## config.mk

```make
export PLATFORM = sky130hd
export DESIGN_NAME = intt_addrgen
export DESIGN_NICKNAME = d
export VERILOG_FILES = /design/src/rtl/intt_addrgen_pkg.sv /design/src/rtl/intt_addrgen_addr_delay_line.sv /design/src/rtl/intt_addrgen.sv
export SDC_FILE = /design/constraint.sdc
export NUM_CORES = 1
export LEC_CHECK = 0
export ABC_AREA = 0
export CAP_MARGIN = 10
export CORE_ASPECT_RATIO = 0.75
export CORE_MARGIN = 2
export CORE_UTILIZATION = 60
export CTS_CLUSTER_DIAMETER = 60
export DETAILED_ROUTE_END_ITERATION = 12
export PLACE_DENSITY_LB_ADDON = 0.15
export SKIP_LAST_GASP = 1
export SLEW_MARGIN = 25
export SYNTH_ARGS = -nofsm -noshare
export SYNTH_HDL_FRONTEND = slang
export SYNTH_HIERARCHICAL = 1
export SYNTH_SLANG_ARGS = --single-unit
```

## constraint.sdc

```tcl
create_clock -name clk_i -period 6.2 [get_ports clk_i]
set_input_delay 1.24 -clock clk_i [delete_from_list [all_inputs] [get_ports clk_i]]
set_output_delay 1.24 -clock clk_i [all_outputs]
set_load 0.005 [all_outputs]
```

## src/rtl/intt_addrgen_pkg.sv

```systemverilog
// ============================================================================
// Module      : intt_addrgen_pkg
// Description : Shared constants and FSM encoding for the inverse-NTT address
//               sequencer. The *_DEF constants are the project-wide defaults
//               that the sequencer parameters fall back to.
// Revision    : 1.0 - initial release
// ============================================================================
`default_nettype none

package intt_addrgen_pkg;

    // Project-wide transform geometry (polynomial length, stage count,
    // coefficient address width, read-to-write pipeline depth).
    localparam int RINGSIZE_DEF = 256;
    localparam int STAGE_DEF    = 8;
    localparam int ADDRW_DEF    = 8;
    localparam int BFULAT_DEF   = 4;

    // Sequencer control states.
    typedef enum logic [1:0] {
        ST_IDLE  = 2'd0,
        ST_RUN   = 2'd1,
        ST_DRAIN = 2'd2,
        ST_DONE  = 2'd3
    } state_e;

endpackage : intt_addrgen_pkg

`default_nettype wire

```

## src/rtl/intt_addrgen_addr_delay_line.sv

```systemverilog
// ============================================================================
// Module      : intt_addrgen_addr_delay_line
// Description : DEPTH-deep enabled shift register that carries the read
//               strobe and read-address pair forward so they reappear as the
//               write strobe and write-address pair once the BFU result is
//               ready. Every tap holds when en_i is low.
// Revision    : 1.0 - initial release
// ============================================================================
`default_nettype none

module intt_addrgen_addr_delay_line #(
    parameter int DEPTH = 4,
    parameter int WIDTH = 17
) (
    input  logic             clk_i,
    input  logic             reset_i,
    input  logic             en_i,
    input  logic [WIDTH-1:0] d_i,
    output logic [WIDTH-1:0] q_o
);

    for (genvar i = 0; i < DEPTH; i++) begin : g_tap
        logic [WIDTH-1:0] tap_d;
        logic [WIDTH-1:0] tap_q;

        // Tap 0 takes the fresh read word, later taps take their predecessor.
        if (i == 0) begin : g_head
            assign tap_d = d_i;
        end else begin : g_body
            assign tap_d = g_tap[i-1].tap_q;
        end

        // One pipeline tap, advanced only on qualified cycles.
        always_ff @(posedge clk_i or posedge reset_i) begin
            if (reset_i) begin
                tap_q <= '0;
            end else if (en_i) begin
                tap_q <= tap_d;
            end
        end
    end

    assign q_o = g_tap[DEPTH-1].tap_q;

endmodule : intt_addrgen_addr_delay_line

`default_nettype wire

```

## src/rtl/intt_addrgen.sv

```systemverilog
// ============================================================================
// Module      : intt_addrgen
// Description : Address and control sequencer for the Gentleman-Sande inverse
//               NTT. Walks LOGN stages with butterfly distance 1..N/2, issues
//               scattered read pairs plus twiddle index, replays the pairs as
//               write addresses BFU_LAT qualified cycles later, drains the BFU
//               between stages and ping-pongs the coefficient banks.
// Revision    : 1.0 - initial release
// ============================================================================
`default_nettype none

module intt_addrgen
    import intt_addrgen_pkg::*;
#(
    parameter int RINGSIZE = RINGSIZE_DEF,
    parameter int LOGN     = STAGE_DEF,
    parameter int ADDRW    = ADDRW_DEF,
    parameter int BFU_LAT  = BFULAT_DEF
) (
    input  logic             clk_i,
    input  logic             reset_i,
    input  logic             start_i,
    input  logic             valid_i,
    output logic             busy_o,
    output logic             done_o,
    output logic [4:0]       stage_o,
    output logic             rd_en_o,
    output logic [ADDRW-1:0] r_addr_0_o,
    output logic [ADDRW-1:0] r_addr_1_o,
    output logic [ADDRW-2:0] tw_addr_o,
    output logic             rd_bank_o,
    output logic             bfu_en_o,
    output logic             wr_en_o,
    output logic [ADDRW-1:0] w_addr_0_o,
    output logic [ADDRW-1:0] w_addr_1_o,
    output logic             wr_bank_o
);

    // Butterfly index is 0..N/2-1, so it needs one bit less than an address.
    localparam int BW   = ADDRW - 1;
    localparam int CNTW = (BFU_LAT > 1) ? $clog2(BFU_LAT) : 1;
    localparam int DLW  = 2 * ADDRW + 1;

    localparam logic [BW-1:0]   B_LAST = BW'(RINGSIZE / 2 - 1);
    localparam logic [4:0]      S_LAST = 5'(LOGN - 1);
    localparam logic [CNTW-1:0] C_LAST = CNTW'(BFU_LAT - 1);

    state_e          state_q, state_d;
    logic [4:0]      stage_q, stage_d;
    logic [BW-1:0]   b_q,     b_d;
    logic [CNTW-1:0] cnt_q,   cnt_d;
    logic            bfu_q;

    logic            run;
    logic            drain;
    logic [ADDRW-1:0] b_ext;
    logic [ADDRW-1:0] half;
    logic [ADDRW-1:0] mask;
    logic [ADDRW-1:0] grp;
    logic [ADDRW-1:0] off;
    logic [ADDRW-1:0] p0;
    logic [ADDRW-1:0] p1;
    logic [4:0]       tw_shift;
    logic [BW-1:0]    tw;
    logic [DLW-1:0]   dl_d;
    logic [DLW-1:0]   dl_q;

    // Control state, stage, butterfly and drain counters; all hold on stalls.
    always_ff @(posedge clk_i or posedge reset_i) begin
        if (reset_i) begin
            state_q <= ST_IDLE;
            stage_q <= '0;
            b_q     <= '0;
            cnt_q   <= '0;
        end else begin
            state_q <= state_d;
            stage_q <= stage_d;
            b_q     <= b_d;
            cnt_q   <= cnt_d;
        end
    end

    // Next-state logic: nothing moves unless the cycle is qualified by valid.
    always_comb begin
        state_d = state_q;
        stage_d = stage_q;
        b_d     = b_q;
        cnt_d   = cnt_q;
        if (valid_i) begin
            case (state_q)
                ST_IDLE: begin
                    if (start_i) begin
                        state_d = ST_RUN;
                        stage_d = '0;
                        b_d     = '0;
                        cnt_d   = '0;
                    end
                end
                ST_RUN: begin
                    if (b_q == B_LAST) begin
                        state_d = ST_DRAIN;
                        cnt_d   = '0;
                    end else begin
                        b_d = b_q + 1'b1;
                    end
                end
                ST_DRAIN: begin
                    // Wait until the last write of this stage has been issued.
                    if (cnt_q == C_LAST) begin
                        cnt_d = '0;
                        if (stage_q == S_LAST) begin
                            state_d = ST_DONE;
                        end else begin
                            state_d = ST_RUN;
                            stage_d = stage_q + 1'b1;
                            b_d     = '0;
                        end
                    end else begin
                        cnt_d = cnt_q + 1'b1;
                    end
                end
                ST_DONE: begin
                    state_d = ST_IDLE;
                    stage_d = '0;
                    b_d     = '0;
                end
                default: begin
                    state_d = ST_IDLE;
                end
            endcase
        end
    end

    // BFU enable follows the read strobe by one qualified cycle.
    always_ff @(posedge clk_i or posedge reset_i) begin
        if (reset_i) begin
            bfu_q <= 1'b0;
        end else if (valid_i) begin
            bfu_q <= run;
        end
    end

    // Butterfly address math: h = 2^s, group g = b >> s, offset o = b mod h.
    // p0 = g*2h + o has bit s clear, so p1 = p0 + h is just that bit set.
    always_comb begin
        b_ext    = {1'b0, b_q};
        half     = ADDRW'(1) << stage_q;
        mask     = half - ADDRW'(1);
        off      = b_ext & mask;
        grp      = b_ext >> stage_q;
        p0       = (grp << (stage_q + 5'd1)) | off;
        p1       = p0 | half;
        tw_shift = S_LAST - stage_q;
        // o < 2^s, so o << (LOGN-1-s) always fits the twiddle index width.
        tw       = off[BW-1:0] << tw_shift;
    end

    assign run   = (state_q == ST_RUN);
    assign drain = (state_q == ST_DRAIN);

    assign busy_o     = run | drain;
    assign done_o     = (state_q == ST_DONE);
    assign stage_o    = stage_q;
    assign rd_en_o    = run & valid_i;
    assign r_addr_0_o = run ? p0 : '0;
    assign r_addr_1_o = run ? p1 : '0;
    assign tw_addr_o  = run ? tw : '0;
    // Stage s reads bank s[0] and writes the other bank; idle shows bank 0.
    assign rd_bank_o  = stage_q[0];
    assign wr_bank_o  = busy_o & ~stage_q[0];
    assign bfu_en_o   = bfu_q & valid_i;

    assign dl_d = {run, r_addr_0_o, r_addr_1_o};

    intt_addrgen_addr_delay_line #(
        .DEPTH (BFU_LAT),
        .WIDTH (DLW)
    ) u_addr_delay_line (
        .clk_i   (clk_i),
        .reset_i (reset_i),
        .en_i    (valid_i),
        .d_i     (dl_d),
        .q_o     (dl_q)
    );

    assign wr_en_o    = dl_q[DLW-1] & valid_i;
    assign w_addr_0_o = dl_q[2*ADDRW-1:ADDRW];
    assign w_addr_1_o = dl_q[ADDRW-1:0];

endmodule : intt_addrgen

`default_nettype wire

```

# Yosys cells after proc, flatten, opt, wreduce, memory -nomap -nowiden
# Cells that the tools add are included.
# totals
word_cells	66
register_bits	85
output_inout_bits	51
# classes
eq_ne	11
n_shift	4
n_reduce_logical	7
mux	21
bitwise_logic	9
add_sub_neg	5
# ops
operator	count
$mux 7	5
$pmux 7 s4	1
$mux 8	2
$or 8x8->8	2
$mux 5	3
$pmux 5 s3	1
$mux 2	7
$reduce_and 5->1	2
$and 7x8->8	1
$pmux 2 s4	1
$reduce_and 4->1	2
$shl 1x5->8 const A	1
$shl 8x5->8	1
$shr 7x5->8	1
$sub 8x1->8 const B	1
$add 7x1->7 const B	1
$eq 7x7->1 const B	1
$shl 7x5->7	1
$eq 2x2->1 const B	3
$ne 2x2->1 const B	3
$pmux 2 s3	1
$reduce_bool 3->1	2
$add 5x1->5 const B	1
$eq 5x3->1 const B	1
8 further kinds	12

# Logic depth before layout (Yosys ltp)
# logic_depth
ltp_word	6
mapped_depth	13

# By module
# The synthesis kept the hierarchy.
# by_module_without_submodules
mod	cells_per_inst	seq_area_each_um2	instances	area_per_inst_um2
intt_addrgen_addr_delay_line	145	1701.6	1	2618.8
intt_addrgen	303	425.4	1	2165.8

# Worst setup path before layout
# OpenSTA, ideal clock, no wires.
# synth_path
kind	reg2out
start	register stage_q[2] (netlist: stage_o[2])
end	output tw_addr_o[5]
required_ns	4.960
path_buffers	4
slack_ns	2.383
stages_incl_launch_ff	13
t_arrival_ns	2.577
path_cell_list	dfrtp_1 > clkbuf_1 > clkbuf_1 > buf_2 > nor2_1 > nand2_1 > ha_1 > clkbuf_1 > a22oi_1 > o2bb2ai_1 > nand3_1 > a211o_1 > a21oi_1
# synth_via
elab_chain_cells	5
elab_cells_between_ends	6
classes_between	2 x add/sub; 2 x shift; 1 x mux; 1 x bitwise
# synth_rtl
item	line_no	text
from (decl)	intt_addrgen.sv:49	logic [4:0] stage_q, stage_d;
from (signal assigned)	intt_addrgen.sv:77	stage_q <= stage_d;
$shl 1x5->8	intt_addrgen.sv:147	half = ADDRW'(1) << stage_q;
$sub 8x1->8	intt_addrgen.sv:148	mask = half - ADDRW'(1);
$and 7x8->8	intt_addrgen.sv:149	off = b_ext & mask;
$shl 7x5->7 (*)	intt_addrgen.sv:155	tw = off[BW-1:0] << tw_shift;
$mux 7 (*)	intt_addrgen.sv:167	assign tw_addr_o = run ? tw : '0;
to (decl)	intt_addrgen.sv:30	output logic [ADDRW-2:0] tw_addr_o,
# Mark *: on every way between the ends. The rest lies on a longest branch, timed or not.

# Worst setup path in the final report
# layout_path
start	register stage_q[3] (netlist: stage_o[3])
end	output tw_addr_o[5]
# The elaborated chain is that of the path after synthesis.

==> flow_metrics.py <==
metrics = {
    "global_routing": {
        "grt_pass1_vias": 3504,
        "grt_use_total_pct": 28.71,
        "antenna_found_initial": 0,
        "grt_max_degree": 74,
        "grt-ovfl-total": 0,
        "grt_pass1_wl_mm": 19.02,
    },
    "synth": {
        "synth_top_area_share_pct": 44.46,
        "synth-simple-area-share_pct": 11.74,
        "async_reset_ff_share_pct": 100.0,
        "synth_flop_cell": "dfrtp_1",
        "synth_adder_area_share_pct": 2.354,
        "muxShareOfSynthArea_pct": 20.37,
        "synth-xor-area-share_pct": 1.098,
        "syn_inst": 448,
        "ys_types": 63,
        "yosysMostFrequentCell": "dfrtp_1",
        "yosys-top-cells-area": "dfrtp_1 (44%), mux2_2 (13%), mux2_4 (6.6%)",
        "synth_area_um2": 4785,
        "synth-seq-cells": 85,
        "synth_top_family_by_area": "multiplexers",
        "yosysSeqAreaShare_pct": 44.46,
        "synth-warning-count": 6,
        "syn-num-nets": 461,
        "synth-edff-count": 0,
        "syn_area_per_cell_um2": 10.68,
        "synth_top_cells_by_count": "dfrtp_1 (85), mux2_2 (55), nand2_1 (36)",
        "synth_area_leader_cell": "dfrtp_1",
        "synth_compound_area_share_pct": 14.46,
    },
    "sta": {
        "maxSlewViolCount": 0,
        "rsz0062_at_grt": "no",
        "finalWorstSetupSlack_ns": 1.092,
        "worst_clock_skew_ns": 0.01555,
        "post-route-period-util_pct": 82.39,
        "setup_viol": 0,
        "hold_viol_final": 0,
        "relSlewSlack_pct": 34.55,
        "worst_slew_pin_slew_ns": 0.9817,
        "max_freq_mhz": 195.8,
        "fin_crit_ns": 5.108,
        "tns_ns": 0,
    },
    "detailed_routing": {
        "drt-wirelength-per-cell_um": 19.62,
        "dr.first_iter.drc_count": 429,
        "route.detailed.drc": 0,
        "wl_met3_um": 994,
        "ant_nets": 0,
        "drtPass1Iterations": 6,
        "top_layer_used": "met4",
        "wl_met2_mm": 4.960,
        "vias": 3705,
        "m1WireLength_mm": 5.550,
        "wirelength_mm": 11.65,
        "viasPerCell": 6.237,
    },
    "setup_path": {
        "timing.critical_path.buf_inv": 1,
        "cp-start-kind": "flop",
        "ff2ff_setup_slack_ns": 2.92,
        "critical_path_required_ns": 4.96,
        "critPathKind": "flop to output pin",
        "slowest_delay_ns": 0.58,
        "critical-path-top-delay-family": "simple AND/OR/NAND/NOR gates",
        "crit_path_end_kind": "output pin",
        "crit_chain": "or3b_1, nor2_1, nand2_1, ha_1, nor3_1, a22oi_1, o2bb2ai_1, nand3_1, a211o_1, a21oi_1, clkdlybuf4s50_1",
        "slowest_stage": "dfrtp_1",
        "crit_arrival_ns": 3.87,
        "cp_max_fo": 15,
    },
    "die": {
        "rows": 28,
        "core_area_um2": 7812,
        "die_y_um": 81.34,
        "start_util_pct": 61.24,
        "ios": 55,
        "die_area_um2": 8712,
        "chipWidth_um": 107.1,
    },
    "clocking": {
        "cts_setup_buffers": 0,
        "cts_tree": "done",
        "numClockSinks": 85,
        "clockBufferDepth": 2,
        "cts_hold_buf": 0,
        "cts-root-buf": "clkbuf_8",
        "cts_resized": 0,
        "htreeDepth": 3,
        "clk_latency_ns": 0.36,
        "clkTransAtPathRegs_ns": 0.09,
        "cts_buffers": 9,
    },
    "placed_design": {
        "dpl_cell_area_um2": 5299,
        "hpwl_mm": 7.976,
        "io_buffers": 54,
        "routabilityCongestion": 0.9773,
        "place_ws_ns": 1.564,
    },
    "layout": {
        "nFillCells": 578,
        "num_antenna_cells": 0,
        "area_delta_synth_final_pct": 14.54,
        "drive_gt1_share_pct": 22.09,
        "finalCoreUtilization_pct": 70.15,
        "nNetsFinal": 497,
        "postLayoutCellArea_um2": 5480,
    },
    "outcome": {
        "status": "finished clean",
    },
    "flow_run": {
        "maxCapViolations": 0,
    },
    "power": {
        "irDropWorstVdd_mv": 0.2406,
        "p_leak_nw": 2.500,
        "cellPowerDensity_nw_per_um2": 378.8,
    },
    "hold_path": {
        "hp-class": "flop to flop",
    },
}
cells in the final DEF (no fill, tap or decap), types with 3 or more instances in the layout:
cell type	n
dfrtp_1	85
clkdlybuf4s50_1	53
ha_1	9
a21o_1	3
or3_1	3
and2_1	4
buf_4	7
o32a_1	3
a221oi_1	3
a21oi_1	23
nor3_1	11
clkbuf_8	9
nor2b_1	7
a31oi_1	7
mux2i_1	4
nor2_1	23
o21ai_0	24
nand3_1	15
xnor2_1	3
mux2_2	55
a22oi_1	3
nand2_1	36
inv_1	16
mux2_4	21
xor2_1	3
o2bb2ai_1	4
and3_1	3
worst paths after layout:
kind                                                                       from  depth (start not counted)                                         endpoint
worst max-delay path                                     stage_o[3]$_DFFE_PP0P_                         11                                     tw_addr_o[5]
worst min-delay path            u_addr_delay_line/g_tap[2].tap_q[2]$_DFFE_PP0P_                          1             u_addr_delay_line/q_o[2]$_DFFE_PP0P_
worst max register to register                           stage_o[0]$_DFFE_PP0P_                          8  u_addr_delay_line/g_tap[0].tap_q[7]$_DFFE_PP0P_
worst min register to register  u_addr_delay_line/g_tap[2].tap_q[2]$_DFFE_PP0P_                          1             u_addr_delay_line/q_o[2]$_DFFE_PP0P_
max in group asynchronous                                               reset_i                          3  u_addr_delay_line/g_tap[2].tap_q[6]$_DFFE_PP0P_
min in group asynchronous                                               reset_i                          2                             cnt_q[0]$_DFFE_PP0P_
kinds of logic after synthesis:
kind of cell,count (synthesis)
flops,85
buf+inv,52
compound gates,100
xor+xnor,6
mux,80
simple gates,116
fa+ha+maj,9
report_power, final:
group	internal, mW	switching (mW)
clock network	0.151	0.227
registers	0.674	0.109
logic	0.415	0.499
worst register-to-register path, delay by kind of cell (launching register included):
kind	cells	cell delay, ns
AO/OA/AOI/OAI	3	1.21
buffers and inverters	1	0.37
flip-flops	1	0.56
multiplexers	2	0.67
AND/OR/NAND/NOR	2	0.36
metrics by stage:
stage | instances | total power, mW | hold slack (ns)
after floorplan | 448 | 1.375 | 0.4536
after global placement | 578 | 1.679 | 0.4686
after detailed placement | 578 | 1.688 | 0.4878
after CTS | 594 | 2.067 | 0.5066
after global routing | 594 | 2.218 | 0.5259
final | 594 | 2.076 | 0.5094
registers in the layout, summed over array words and instances, names as in the netlist:
| register | flops |
|---|---|
| state_q | 2 |
| u_addr_delay_line/q_o | 17 |
| bfu_q | 1 |
| cnt_q | 2 |
| stage_o | 5 |
| b_q | 7 |
| u_addr_delay_line/g_tap.tap_q | 51 |
routing by layer:
metal	up-vias	global-route usage, %
met3	17	7.945
met4	0	7.143
met5	-	0
li1	1689	-
met2	177	40.95
met1	1822	43.17
final cells by class:
cell class                      instances  area (um2)  share of cell area, %
Sequential cell                        85        2127                  38.81
Clock buffer                            9       123.9                  2.260
Timing Repair Buffer                   60       583.1                  10.64
Clock inverter                          7       57.56                  1.050
Multi-Input combinational cell        311        2394                  43.68
Inverter                               17       63.81                  1.164
Tap cell                              105       131.4                  2.397
Note: power is estimated with default switching activity, not from simulation.
